--- config.mk ---
export PLATFORM = sky130hd
export DESIGN_NAME = booth_controller
export DESIGN_NICKNAME = d
export VERILOG_FILES = /design/src/rtl/booth_pkg.sv /design/src/rtl/booth_iter_counter.sv /design/src/rtl/booth_controller.sv
export SDC_FILE = /design/constraint.sdc
export NUM_CORES = 1
export LEC_CHECK = 0
export CAP_MARGIN = 20
export CORE_AREA = 4 4 41 43
export DETAILED_ROUTE_END_ITERATION = 8
export DIE_AREA = 0 0 45 47
export PLACE_DENSITY = 0.62
export SYNTH_ARGS = -nofsm -noshare
export SYNTH_HDL_FRONTEND = slang
export SYNTH_SLANG_ARGS = --single-unit
export TNS_END_PERCENT = 50
--- constraint.sdc ---
create_clock -name clk -period 2.8 [get_ports clk]
set_input_delay 0.56 -clock clk [delete_from_list [all_inputs] [get_ports clk]]
set_output_delay 0.56 -clock clk [all_outputs]
set_load 0.03 [all_outputs]
--- src/rtl/booth_pkg.sv ---
// Shared definitions for the radix-2 Booth multiplier controller: FSM states,
// default sizing and the Booth pair codes that select add or subtract.
package booth_pkg;

    localparam int N_DEFAULT     = 5;
    localparam int CNT_W_DEFAULT = 3;

    typedef enum logic [2:0] {
        IDLE,
        LD_M1,
        LD_M2,
        CHECK,
        SHIFT,
        OUT_HI,
        OUT_LO
    } state_t;

    localparam logic [1:0] PAIR_ADD = 2'b01;
    localparam logic [1:0] PAIR_SUB = 2'b10;

endpackage

--- src/rtl/booth_iter_counter.sv ---
// Booth iteration counter: synchronous clear, increment, and a terminal-count
// flag raised while the count sits at N-1 (the final iteration).
module booth_iter_counter #(
    parameter int N     = 5,
    parameter int CNT_W = 3
) (
    input  logic clk,
    input  logic rst,
    input  logic clear,
    input  logic inc,
    output logic last
);

    logic [CNT_W-1:0] count;

    // NOTE: sequential state uses non-blocking assignments so every flop
    // samples the pre-edge values, independent of process ordering.
    always_ff @(posedge clk or posedge rst) begin
        if (rst) begin
            count <= '0;
        end else if (clear) begin
            count <= '0;
        end else if (inc) begin
            count <= count + 1'b1;
        end
    end

    assign last = (count == CNT_W'(N - 1));

endmodule

--- src/rtl/booth_controller.sv ---
// Control FSM for the 5-bit radix-2 Booth multiplier datapath. Defining
// BOOTH_CTRL_FAST_SHIFT_EN folds the shift into CHECK when the pair needs no add/sub.
module booth_controller
    import booth_pkg::*;
#(
    parameter int N     = N_DEFAULT,
    parameter int CNT_W = CNT_W_DEFAULT
) (
    input  logic clk,
    input  logic rst,
    input  logic start,
    input  logic q1,
    input  logic q0,
    output logic ready,
    output logic ldM1,
    output logic ldM2,
    output logic clrq,
    output logic ldq,
    output logic sh,
    output logic add,
    output logic sub,
    output logic sel,
    output logic out_valid,
    output logic out_last
);

    state_t     state;
    state_t     state_next;
    logic       cnt_clear;
    logic       cnt_inc;
    logic       cnt_last;
    logic [1:0] pair;

    assign pair = {q1, q0};

    booth_iter_counter #(
        .N    (N),
        .CNT_W(CNT_W)
    ) u_iter_counter (
        .clk  (clk),
        .rst  (rst),
        .clear(cnt_clear),
        .inc  (cnt_inc),
        .last (cnt_last)
    );

    always_ff @(posedge clk or posedge rst) begin
        if (rst) begin
            state <= IDLE;
        end else begin
            state <= state_next;
        end
    end

    // NOTE: every output gets a default before the case so no path can
    // leave a signal unassigned and infer a latch.
    always_comb begin
        state_next = state;
        ready      = 1'b0;
        ldM1       = 1'b0;
        ldM2       = 1'b0;
        clrq       = 1'b0;
        ldq        = 1'b0;
        sh         = 1'b0;
        add        = 1'b0;
        sub        = 1'b0;
        sel        = 1'b0;
        out_valid  = 1'b0;
        out_last   = 1'b0;
        cnt_clear  = 1'b0;
        cnt_inc    = 1'b0;

        case (state)
            IDLE: begin
                ready = 1'b1;
                if (start) begin
                    state_next = LD_M1;
                end
            end
            LD_M1: begin
                ldM1       = 1'b1;
                clrq       = 1'b1;
                state_next = LD_M2;
            end
            LD_M2: begin
                ldM2       = 1'b1;
                cnt_clear  = 1'b1;
                state_next = CHECK;
            end
            CHECK: begin
                state_next = SHIFT;
                case (pair)
                    PAIR_ADD: begin
                        add = 1'b1;
                        ldq = 1'b1;
                    end
                    PAIR_SUB: begin
                        sub = 1'b1;
                        ldq = 1'b1;
                    end
                    default: begin
`ifdef BOOTH_CTRL_FAST_SHIFT_EN
                        // Nothing to accumulate: shift here and skip SHIFT.
                        sh         = 1'b1;
                        cnt_inc    = 1'b1;
                        state_next = cnt_last ? OUT_HI : CHECK;
`else
                        state_next = SHIFT;
`endif
                    end
                endcase
            end
            SHIFT: begin
                sh         = 1'b1;
                cnt_inc    = 1'b1;
                state_next = cnt_last ? OUT_HI : CHECK;
            end
            OUT_HI: begin
                out_valid  = 1'b1;
                state_next = OUT_LO;
            end
            OUT_LO: begin
                sel        = 1'b1;
                out_valid  = 1'b1;
                out_last   = 1'b1;
                state_next = IDLE;
            end
            default: begin
                state_next = IDLE;
            end
        endcase
    end

endmodule

==> metrics.cfg <==
[run_status]
status=complete, no violations

[placed_design]
gp_congestion=0.743
port_buffers=15
hpwl_um=776

[floorplan]
num_io_pins=16
core_um2=1300
row_count=13
start_util_pct=36.7
die_w_um=45
die_h_um=47
die-area_um2=2120

[clocking]
clk_pin_slew_ns=0.05
cts_buffers=3
cts_max_level=1
cts_tree=done
cts-resized-gates=0
post_cts_buffers=0
clk_latency_ns=0.25
clock_sinks=6
clock-root-buffer=clkbuf_4
cts-hold-fix-buffers=0
cts_max_path_buffers=2

[sta]
clock_skew_ns=0.00264
max_freq_ghz=0.393
hold_viol_final=0
period_minus_slack_ns=2.55
setup-tns-final_ns=0
setup_viol=0
period_share_pct=90.9
slew_viol_final=0
rsz0062_at_grt=no
tightest_slew_ns=0.434
slew_headroom_pct=71.1

[yosys]
synthTopCellsByArea=dfrtp_1, ha_1, inv_1, buf_4, buf_6
syn_inst=55
ys_seq_area_share_pct=31.4
synth_flop_cell=dfrtp_1
synth_top_cells_by_count=inv_1, dfrtp_1, nor2_1
ys_seq_elements=6
syn-num-nets=64
synth_edf_count=0
synth_area_um2=478
ys_types=24
synth_largest_area_cell=dfrtp_1
synthArstFlopShare_pct=100
avgSynthCellArea_um2=8.69
yosys_warnings=0
yosysTopAreaCellShare_pct=31.4
yosysMostFrequentCell=inv_1

[grt]
grt_pass1_wl_mm=1.74
grt_max_degree=12
antenna_found_initial=0
grt_pass1_vias=407
grtUsageTotal_pct=12.0
grt_overflow=0

[power]
p_leak_nw=0.299
ir_drop_uv=532
power_per_cell_area_nw_per_um2=1120

[final_layout]
drive_above_1_share_pct=11.4
area_growth_syn_to_layout_pct=33.2
finalNetCount=81
diodes=0
finish.utilization_pct=48.9
n_fill_cell=140

[routing]
via_per_inst=4.84
wl_met2_um=453
wire_per_inst_um=12.2
routed.top_layer=met4
met1_length_um=511
dr.pass1.iters=2
antenna_left=0
vias=411
drc=0
dr_wl_met3_um=27
drt-total-wl_mm=1.04
drt_iter0_drc=2

[critical_path]
cp_data_required_time_ns=2.24
path_delay_family=buffers and inverters
critPathCaptureType=primary output
crit_path_start_kind=primary input
path_class=primary input to primary output
max_stage_delay_ns=0.59
reg2reg_depth=3
crit_top_cell=clkdlybuf4s50_1
worstPathArrival_ns=1.99
crit_cells=5
cp_max_fo=2
slowest_stage=clkdlybuf4s50_1
cp_num_buf_inv=3
path_cells=clkdlybuf4s50_1, inv_1, ha_1, and2_1, clkdlybuf4s50_1

[min_path]
hp-class=primary input to asynchronous set/reset pin

[job]
maxCapViolCount=0

-- final timing paths --
path                                                  endpoint                                start  slack [ns]
setup / recovery                                           add                                   q1        0.25
hold / removal             u_iter_counter.count[2]$_DFFE_PP0N_                                  rst        0.54
setup reg to reg           u_iter_counter.count[0]$_DFFE_PP0N_                 state[0]$_DFFE_PP0P_        1.57
hold reg to reg            u_iter_counter.count[1]$_DFFE_PP0N_  u_iter_counter.count[1]$_DFFE_PP0N_        0.55
max in group asynchronous  u_iter_counter.count[1]$_DFFE_PP0N_                                  rst        2.06
min in group clk           u_iter_counter.count[1]$_DFFE_PP0N_  u_iter_counter.count[1]$_DFFE_PP0N_        0.55
-- report_power, final --
part / switching (mW) / internal [mW] / leakage [nW]
combinational: 0.241 / 0.199 / 0.208
clock: 0.0326 / 0.0486 / 0.0138
sequential: 0.0717 / 0.122 / 0.0773
total: 0.345 / 0.370 / 0.299
-- area by class of cell --
cell class	instances	area, µm²	share of cell area, %
Timing Repair Buffer	17	163	25.5
Sequential cell	6	150	23.6
Inverter	8	30.0	4.72
Multi-Input combinational cell	36	253	39.7
Tap cell	15	18.8	2.95
Clock buffer	3	22.5	3.54
-- placed cells by master (no fill, tap or decap), drive strengths merged, types with 2 or more instances in the layout --
master,n
o21ai,3
dfrtp,6
nand2,4
and2,2
nor3,4
clkbuf,3
ha,4
inv,8
nor2,5
a21oi,3
clkdlybuf4s50,14
buf,3
-- cell families after synthesis --
logic type | share of synthesized area (%)
DFF | 31.4
buffers and inverters | 15.7
and+or+nand+nor | 22.0
adders and majority gates | 10.5
AOI/OAI and AO/OA | 14.7
muxes | 2.09
xor gates and xnor gates | 3.67
-- flip-flops by register name, summed over array words and instances (netlist names) --
register              cells
state                     3
u_iter_counter.count      3
-- layer usage --
metal	vias to the layer above	global-route usage, %
met5	-	0
met4	0	14.0
met3	4	1.15
met2	12	16.7
met1	186	15.0
li1	209	-
-- metrics by stage --
step           hold slack, ns  instance area (µm²)  instances  setup WS [ns]  power [mW]
2_1_floorplan           0.351                  478         55          0.691       0.525
3_3_place_gp            0.525                  614         82          0.274       0.636
3_5_place_dp            0.537                  614         82          0.249       0.637
4_1_cts                 0.544                  637         85          0.242       0.721
5_1_grt                 0.554                  637         85          0.197       0.772
6_report                0.538                  637         85          0.254       0.715
Power figures use the tool's default switching activity.
